**config.mk**
```make
export PLATFORM = sky130hd
export DESIGN_NAME = output_merger_ee_check
export DESIGN_NICKNAME = d
export VERILOG_FILES = /design/src/rtl/output_merger_ee_check.sv
export SDC_FILE = /design/constraint.sdc
export NUM_CORES = 1
export LEC_CHECK = 0
export ABC_AREA = 1
export CAP_MARGIN = 40
export CORE_UTILIZATION = 67
export DETAILED_ROUTE_END_ITERATION = 16
export DONT_BUFFER_PORTS = 1
export GPL_ROUTABILITY_DRIVEN = 0
export GPL_TIMING_DRIVEN = 0
export PLACE_DENSITY_LB_ADDON = 0.08
export SLEW_MARGIN = 20
export SYNTH_ARGS = -nofsm -noshare
export SYNTH_HDL_FRONTEND = slang
export SYNTH_SLANG_ARGS = --single-unit
```
**constraint.sdc**
```tcl
create_clock -name clock -period 6.07 [get_ports clock]
set_input_delay 0.9105 -clock clock [delete_from_list [all_inputs] [get_ports clock]]
set_output_delay 0.9105 -clock clock [all_outputs]
set_load 0.1 [all_outputs]
```
**src/rtl/output_merger_ee_check.sv**
```systemverilog
// Downstream of the four-wedge merger FSM: buffers merged words, passes data words,
// folds per-wedge end-event words into one merged EE word and tracks sync/overflow.
module output_merger_ee_check #(
    parameter int DATA_W = 21,
    parameter int TAG_W  = 8,
    parameter int ERR_W  = 8,
    parameter int WCNT_W = 12
) (
    input  logic              clock,
    input  logic              reset,
    input  logic [DATA_W-1:0] data_in,
    input  logic              buf_we,
    input  logic              ee_comp_reg_ce,
    input  logic              out_we,
    input  logic              error_out,
    input  logic              clear_err,
    input  logic              fifo_out_full,
    output logic [DATA_W-1:0] fifo_din,
    output logic              fifo_we,
    output logic              lost_sync_reg,
    output logic              overflow_err,
    output logic [15:0]       event_count,
    output logic [WCNT_W-1:0] word_count
);

    localparam int SPARE_W = DATA_W - 3 - ERR_W - TAG_W;

    logic [DATA_W-1:0] buf_reg;
    logic [TAG_W-1:0]  ref_tag_reg, ref_tag_next;
    logic              ref_valid_reg, ref_valid_next;
    logic [ERR_W-1:0]  err_acc_reg, err_acc_next;
    logic              sync_bad_reg, sync_bad_next;

    logic [DATA_W-1:0] fifo_din_next;
    logic              fifo_we_next;
    logic              lost_sync_next, overflow_next;
    logic [15:0]       event_count_next;
    logic [WCNT_W-1:0] word_count_next;

    logic              buf_ee;
    logic [TAG_W-1:0]  buf_tag;
    logic [ERR_W-1:0]  buf_err;
    logic              wr_req, set_lost, set_ovf;

    assign buf_ee  = buf_reg[DATA_W-1];
    assign buf_tag = buf_reg[TAG_W-1:0];
    assign buf_err = buf_reg[TAG_W+ERR_W-1:TAG_W];

    always_comb begin
        ref_tag_next     = ref_tag_reg;
        ref_valid_next   = ref_valid_reg;
        err_acc_next     = err_acc_reg;
        sync_bad_next    = sync_bad_reg;
        fifo_din_next    = fifo_din;
        fifo_we_next     = 1'b0;
        event_count_next = event_count;
        word_count_next  = word_count;
        wr_req           = 1'b0;
        set_lost         = 1'b0;
        set_ovf          = 1'b0;

        // Compare stage runs first so a same-cycle emit sees its result.
        if (ee_comp_reg_ce && buf_ee) begin
            if (!ref_valid_reg) begin
                ref_tag_next   = buf_tag;
                err_acc_next   = buf_err;
                ref_valid_next = 1'b1;
            end else begin
                err_acc_next = err_acc_reg | buf_err;
                if (buf_tag != ref_tag_reg) begin
                    sync_bad_next = 1'b1;
                    set_lost      = 1'b1;
                end
            end
        end

        if (error_out) begin
            wr_req         = 1'b1;
            fifo_din_next  = {3'b111, {SPARE_W{1'b0}}, {ERR_W{1'b1}}, ref_tag_reg};
            ref_valid_next = 1'b0;
        end else if (out_we) begin
            wr_req = 1'b1;
            if (!buf_ee) begin
                fifo_din_next = buf_reg;
                if (word_count != {WCNT_W{1'b1}})
                    word_count_next = word_count + 1'b1;
            end else if (ref_valid_next) begin
                fifo_din_next    = {1'b1, sync_bad_next, 1'b0, {SPARE_W{1'b0}},
                                    err_acc_next, ref_tag_next};
                event_count_next = event_count + 16'd1;
                word_count_next  = '0;
                ref_valid_next   = 1'b0;
                err_acc_next     = '0;
                sync_bad_next    = 1'b0;
            end else begin
                // EE with no reference loaded: the wedges never reported this event.
                fifo_din_next = {2'b11, 1'b0, {SPARE_W{1'b0}}, {ERR_W{1'b1}}, {TAG_W{1'b0}}};
                set_lost      = 1'b1;
            end
        end

        if (wr_req) begin
            if (fifo_out_full) set_ovf = 1'b1;
            else               fifo_we_next = 1'b1;
        end

        lost_sync_next = set_lost | (lost_sync_reg & ~clear_err);
        overflow_next  = set_ovf  | (overflow_err  & ~clear_err);
    end

    always_ff @(posedge clock or posedge reset) begin
        if (reset) begin
            buf_reg       <= '0;
            ref_tag_reg   <= '0;
            ref_valid_reg <= 1'b0;
            err_acc_reg   <= '0;
            sync_bad_reg  <= 1'b0;
            fifo_din      <= '0;
            fifo_we       <= 1'b0;
            lost_sync_reg <= 1'b0;
            overflow_err  <= 1'b0;
            event_count   <= '0;
            word_count    <= '0;
        end else begin
            if (buf_we) buf_reg <= data_in;
            ref_tag_reg   <= ref_tag_next;
            ref_valid_reg <= ref_valid_next;
            err_acc_reg   <= err_acc_next;
            sync_bad_reg  <= sync_bad_next;
            fifo_din      <= fifo_din_next;
            fifo_we       <= fifo_we_next;
            lost_sync_reg <= lost_sync_next;
            overflow_err  <= overflow_next;
            event_count   <= event_count_next;
            word_count    <= word_count_next;
        end
    end

endmodule

```
==> results of run 1 <==
## kinds of logic after synthesis
kind of cell	share of synthesized area
XOR/XNOR	0.0439
multiplexers	0.00807
buffers and inverters	0.0651
AO/OA/AOI/OAI	0.123
adder cells (fa/ha/maj)	0.00597
flip-flops	0.544
AND/OR/NAND/NOR	0.210
## metrics by stage
step	utilization	hold WS [ns]	setup WS (ns)	cells	cell area [um2]
detailed placement	0.934	0.543	3.61	632	5600
floorplan	-	0.488	2.80	479	4190
global placement	0.715	0.501	1.88	554	4280
CTS	0.968	0.453	3.63	648	5800
## synthesized netlist by cell type
library cell	count	area, um2
nand3_1	22	110
o211ai_1	2	15.0
buf_6	2	22.5
inv_2	5	18.8
buf_1	1	3.75
o21ai_0	39	195
o21ai_1	4	20.0
a21oi_1	13	65.1
a31o_2	2	17.5
nor3b_1	1	7.51
ha_1	2	25.0
clkbuf_1	11	41.3
nand2_2	4	25.0
a41oi_1	1	8.76
nor3_1	2	10.0
o221ai_1	3	26.3
inv_1	45	169
a22oi_1	1	7.51
nand4_1	5	31.3
a22o_1	1	8.76
a21o_1	1	7.51
mux2_2	3	33.8
o41ai_1	4	35.0
a211oi_1	1	7.51
xor2_1	12	105
nand2_1	140	526
nor2_1	31	116
o22ai_1	5	31.3
buf_2	2	10.0
nor2_2	2	12.5
xnor2_1	9	78.8
dfrtp_1	91	2280
nor2_8	1	20.0
nor3_2	1	10.0
buf_4	1	7.51
nor2_4	1	11.3
o2111ai_1	8	70.1
==> impl_metrics.csv, run 1 <==
group,metric,value,unit
run_status,status,"aborted with a tool error",
run_status,stop_stage,"global routing (5_1_grt)",
run_status,error,"[ERROR DPL-0038] Utilization greater than 100%, impossible to legalize",
yosys,ys_ff_latch,91,
clock_tree,cts.sinks,91,
global_route,grt_max_degree,57,
yosys,yosysSeqAreaShare,0.544,
yosys,yosys_warnings,0,
die,die_w,81.1,um
die,die_h,81.1,um
clock_tree,postCtsHoldBufs,0,
yosys,syn-num-nets,510,
yosys,netlist_area,0.00419,mm2
placement,dpl.hpwl,10600,um
die,start_util,0.699,
die,io_pins,81,
yosys,synthCells,479,
clock_tree,cts_setup_buffers,0,
clock_tree,cts_buffers,9,
clock_tree,clockRootBuffer,"clkbuf_8",
clock_tree,clockBufferDepth,2,
clock_tree,cts_resized,0,
clock_tree,htreeDepth,3,
die,num_rows,28,
placement,numPortBuffers,0,
yosys,avgSynthCellArea,8.74,um2
yosys,synth_cell_types,37,
==> inputs of run 2 (changes only) <==
CORE_UTILIZATION = 40   (was 67)
PLACE_DENSITY_LB_ADDON = 0.15   (was 0.08)
==> impl_metrics.csv, run 2 <==
group,metric,value,unit
yosys,synth_compound_area_frac,0.123,
clock_tree,postCtsHoldBufs,0,
setup_path,worst_r2r_endpoint,"word_count[11]",
setup_path,timing.rr.start,"word_count[0]",
timing,maxSlewHeadroom,0.401,
pwr,power_frac_clock,0.232,
yosys,yosys_warnings,0,
yosys,yosysSeqAreaShare,0.544,
timing,rsz0062_at_grt,"false",
yosys,synth_top_family_by_area,"simple AND/OR/NAND/NOR gates",
placement,numPortBuffers,0,
die,num_rows,36,
drt,drc,0,
pwr,p_comb_frac,0.337,
global_route,grt_antenna_before_repair,1,
clock_tree,cts_resized,0,
setup_path,critPathKind,"flop to primary output",
setup_path,arrival,1.32,ns
timing,skew,0.00969,ns
setup_path,end_kind,"primary output",
global_route,grt_pass1_vias,3669,
setup_path,critPathLaunchType,"flop",
die,die_w,104,um
hold_path,hp-class,"input pin to asynchronous set/reset pin",
pwr,p_sw_frac,0.398,
cells_and_area,antennaDiodeCount,0,
cells_and_area,final_cell_mix,"140 x nand2_1, 91 x dfrtp_1, 44 x inv_1",
yosys,synthCells,479,
yosys,synth-simple-area-share,0.210,
clock_tree,cts_setup_buffers,0,
die,die_h,104,um
drt,drt_pass1_iterations,4,
drt,avgRoutedWirePerCell,15.5,um
yosys,yosys-top-cells-area,"dfrtp_1 54%, nand2_1 13%, o21ai_0 4.7%, inv_1 4.0%, nor2_1 2.8%",
die,core-area,0.00995,mm2
yosys,avgSynthCellArea,8.74,um2
run,maxCapViolCount,0,
yosys,synth_xor_area_frac,0.0439,
cells_and_area,drive_gt1_frac,0.167,
die,die_area,0.0109,mm2
timing,slew_violations,0,
placement,dpl.hpwl,7950,um
global_route,grt_max_degree,58,
drt,avgViaCountPerCell,5.04,
clock_tree,cts.sinks,91,
setup_path,rr_worst_depth,10,
yosys,synth_commonest_cells,"140 x nand2_1, 91 x dfrtp_1, 45 x inv_1",
cells_and_area,area_growth,44.1,%
yosys,synth_fa_ha_area_frac,0.00598,
timing,tightest_slew,0.899,ns
global_route,grt_first_pass_wirelength,18500,um
clock_tree,clock_latency,0.37,ns
timing,post-route-min-period,2.23,ns
timing,report.final.hold_viol_count,0,
yosys,synthMuxAreaShare,0.00807,
clock_tree,cts_tree,"done",
clock_tree,path_clk_slew,0.09,ns
setup_path,worst-path-max-fanout,2,
clock_tree,htreeDepth,3,
yosys,async_flop_share,1.00,
pwr,power,1900,uW
yosys,synth_most_common_cell,"nand2_1",
timing,max_freq,449,MHz
die,start_util,0.421,
run_status,status,"finished clean",
pwr,p_seq_frac,0.431,
yosys,ys_ff_latch,91,
pwr,ir_drop,276,uV
global_route,overflow,0,
pwr,p_leak,0.00276,uW
clock_tree,clockBufferDepth,2,
yosys,synth_edf_count,0,
cells_and_area,final_common_cell,"nand2_1",
timing,setup_violations,0,
drt,antenna_left,0,
yosys,synth_cell_types,37,
setup_path,rrSetupSlack,3.92,ns
clock_tree,clockRootBuffer,"clkbuf_8",
drt,via_count,3627,
yosys,yosys.area.top_type,"dfrtp_1",
yosys,netlist_area,0.00419,mm2
drt,drtIter0Drc,145,
clock_tree,cts_buffers,9,
timing,fin_tns_setup,0,ns
setup_path,crit_required,5.16,ns
yosys,synthFlopType,"dfrtp_1",
yosys,syn-num-nets,510,
global_route,grt_usage,0.219,
yosys,synth_top_area_frac,0.544,
timing,fin_crit_sh,0.367,
pwr,power.switching,756,uW
drt,wirelength,11200,um
pwr,intPower,1140,uW
cells_and_area,nets,612,
pwr,powerDensity,315,mW/mm2
die,io_pins,81,
cells_and_area,fill_cells,832,
run 2: cell counts after synthesis:
No cell type changed its count.
run 2: power by group through the flow:
stage               Sequential, uW  Clock, uW  Combinational, uW
finish                         819        441                639
global route                   830        476                679
CTS                            826        454                627
detailed placement             838          0                624
global placement              1040          0                184
floorplan                     1030          0                147
run 2: worst max-delay path by stage:
stage          slack, ns          start             end  cells past startpoint
3_5_place_dp        3.63         out_we  err_acc_reg[4]                      7
6_report            3.84   fifo_din[18]    fifo_din[18]                      0
4_1_cts             3.82   fifo_din[18]    fifo_din[18]                      0
3_3_place_gp        1.69          reset     buf_reg[16]                      1
5_1_grt             3.65  word_count[0]   word_count[0]                     10
2_1_floorplan       2.80          reset      buf_reg[0]                      1
run 2: area by class of cell:
class	instances	area (um2)	area share
clock inverters	5	61.3	0.0102
inverters	50	193	0.0319
clock buffers	11	151	0.0251
repair buffers	91	1460	0.243
well taps	133	166	0.0276
flip-flops and latches	91	2280	0.377
multi-input cells	321	1640	0.271
plain buffers	17	85.1	0.0141
run 2: per-stage QoR:
stage / std cells / cell area (um2) / setup WS (ns) / utilization / hold slack [ns]
global route: 719 / 6040 / 3.65 / 0.606 / 0.397
detailed placement: 691 / 5730 / 3.63 / 0.576 / 0.515
global placement: 612 / 4350 / 1.69 / 0.437 / 0.506
CTS: 707 / 5950 / 3.82 / 0.597 / 0.383
finish: 719 / 6040 / 3.84 / 0.606 / 0.384
floorplan: 479 / 4190 / 2.80 / - / 0.488
run 2: kinds of logic after synthesis:
group | Yosys count
and+or+nand+nor | 210
DFF | 91
AOI/OAI and AO/OA | 85
buffers and inverters | 67
xor gates and xnor gates | 21
muxes | 3
adders and majority gates | 2
run 2: metal layers:
| metal | vias up | routed length (um) | GRT usage |
|---|---|---|---|
| li1 | 1765 | - | - |
| met3 | 21 | 613 | 0.0545 |
| met4 | 2 | 197 | 0.0735 |
| met1 | 1747 | 5260 | 0.303 |
| met2 | 92 | 5090 | 0.334 |
| met5 | - | 13 | 0 |
(Power assumes the default switching activity.)
==> inputs of run 3 (changes only) <==
clock period = 1.8 ns   (was 6.07 ns; I/O delays follow)
==> impl_metrics.csv, run 3 (synthesized netlist as in run 2, its figures left out) <==
group,metric,value,unit
setup_path,critPathLaunchType,"flop",
setup_path,end_kind,"flop",
global_route,overflow,0,
timing,tightest_slew,0.898,ns
drt,drt_pass1_iterations,4,
timing,rsz0062_at_grt,"true",
cells_and_area,final_design_area_no_fill,0.00582,mm2
timing,max_freq,562,MHz
clock_tree,htreeDepth,3,
pwr,p_leak,0.00261,uW
die,start_util,0.421,
cells_and_area,drive_gt1_frac,0.227,
clock_tree,clockBufferDepth,2,
setup_path,worst-path-stages,9,
setup_path,crit_required,2.06,ns
clock_tree,cts.sinks,91,
hold_path,hold_depth,2,
hold_path,hp-class,"input pin to flop",
timing,skew,0.00734,ns
timing,worst_hold_slack,0.0287,ns
die,io_pins,81,
cells_and_area,post-route-util,0.585,
die,num_rows,36,
placement,numPortBuffers,0,
setup_path,arrival,2.04,ns
setup_path,crit_slowest_cell,"dfrtp_4",
die,core-area,0.00995,mm2
cells_and_area,final_cell_mix,"128 x nand2_1, 71 x dfrtp_1, 44 x inv_1",
pwr,powerDensity,1080,mW/mm2
pwr,power,6310,uW
clock_tree,clock_latency,0.36,ns
setup_path,crit_end,"word_count[2]",
cells_and_area,antennaDiodeCount,0,
drt,avgRoutedWirePerCell,15.9,um
setup_path,cp_common_cell,"nand2_4",
global_route,grt_max_degree,28,
setup_path,cp_slowest_stage_delay,0.66,ns
drt,wirelength,11100,um
setup_path,critPathKind,"flop to flop",
timing,slew_violations,0,
run_status,status,"finished clean",
clock_tree,path_clk_slew,0.09,ns
placement,dpl.hpwl,7600,um
timing,setup_violations,0,
setup_path,rr_worst_depth,9,
setup_path,worst-path-max-fanout,6,
cells_and_area,nets,591,
pwr,ir_drop,680,uV
placement,place_inst,652,
die,die_h,104,um
drt,antenna_left,0,
cells_and_area,layout.cells.non_filler,698,
setup_path,worst_r2r_endpoint,"word_count[2]",
die,die_area,0.0109,mm2
clock_tree,cts_tree,"done",
clock_tree,clockRootBuffer,"clkbuf_8",
global_route,grt_first_pass_wirelength,18200,um
global_route,grt_pass1_vias,3488,
cells_and_area,final_common_cell,"nand2_1",
drt,via_count,3534,
placement,place_area,0.00514,mm2
setup_path,critPathTopFamily,"flip-flops",
drt,drc,0,
cells_and_area,area_growth,39.1,%
clock_tree,cts_buffers,9,
timing,report.final.hold_viol_count,0,
timing,maxSlewHeadroom,0.402,
setup_path,path_buf_inv,1,
setup_path,path_cells,"ha_4, nand2_4, nor2_4, nand3_2, nand2_2, nand2_4, buf_4, a21oi_2, nor2_1",
setup_path,rrSetupSlack,0.02,ns
setup_path,setup.worst_path.start,"word_count[0]",
timing,fin_crit_sh,0.989,
global_route,grt_usage,0.215,
setup_path,timing.rr.start,"word_count[0]",
timing,post-route-min-period,1.78,ns
global_route,grt_antenna_before_repair,0,
run,maxCapViolCount,0,
drt,drtIter0Drc,134,
die,die_w,104,um
drt,avgViaCountPerCell,5.06,
run 3: changes by cell type in the layout (fill, tap and decap cells not counted), moves of 4 or more:
cell	change
buf_1	-10
nand2_4	+5
buf_16	-20
nand2_2	+7
buf_6	-8
nor2_1	-4
dfrtp_1	-20
dfrtp_4	+19
buf_4	+13
buf_2	-4
nand2_1	-12
run 3: cell type report:
| class | instances | area (um2) |
|---|---|---|
| clock inverter | 4 | 98.8 |
| fill | 886 | 4130 |
| buffer | 17 | 103 |
| tap | 133 | 166 |
| sequential | 91 | 2350 |
| clock buffer | 12 | 135 |
| multi-input combinational | 321 | 1770 |
| timing repair buffer | 70 | 1010 |
| inverter | 50 | 196 |
run 3: how the worst min path moves through the flow:
| stage | from | to |
|---|---|---|
| 2_1_floorplan | fifo_out_full | fifo_we |
| 3_3_place_gp | fifo_out_full | fifo_we |
| 3_5_place_dp | reset | buf_reg[18] |
| 4_1_cts | data_in[1] | buf_reg[1] |
| 5_1_grt | data_in[3] | buf_reg[3] |
| 6_report | data_in[3] | buf_reg[3] |
run 3: power breakdown:
| group | switching [uW] | total, uW | leakage, uW | internal (uW) |
|---|---|---|---|---|
| logic | 799 | 1360 | 0.00139 | 562 |
| clock network | 738 | 1670 | 0.000115 | 928 |
| registers | 952 | 3280 | 0.00110 | 2330 |
| total | 2490 | 6310 | 0.00261 | 3820 |
run 3: what timing repair did:
action / in CTS / in global routing
endpoints found under the hold margin: 23 / 0
endpoints found under the setup margin: 40 / 37
resized for setup: 22 / 39
buffers inserted: 8 / 6
pin swaps: 7 / 13
hold buffers: 2 / 0
cloned: 0 / 1
run 3: per-stage QoR:
step	setup TNS (ns)	setup slack, ns
6_report	0	0.0193
5_1_grt	-0.496	-0.0652
4_1_cts	-0.00819	-0.00819
3_5_place_dp	-6.21	-0.343
3_3_place_gp	-19.47	-0.328
2_1_floorplan	-0.483	-0.0849
run 3: metal layers:
layer / global-route usage / part of all wire / wire length, um / vias up
met5: 0 / 0 / 0 / -
met4: 0.0633 / 0.020 / 217 / 0
met2: 0.331 / 0.46 / 5120 / 88
met3: 0.0589 / 0.054 / 600 / 16
met1: 0.295 / 0.47 / 5180 / 1707
li1: - / - / - / 1723
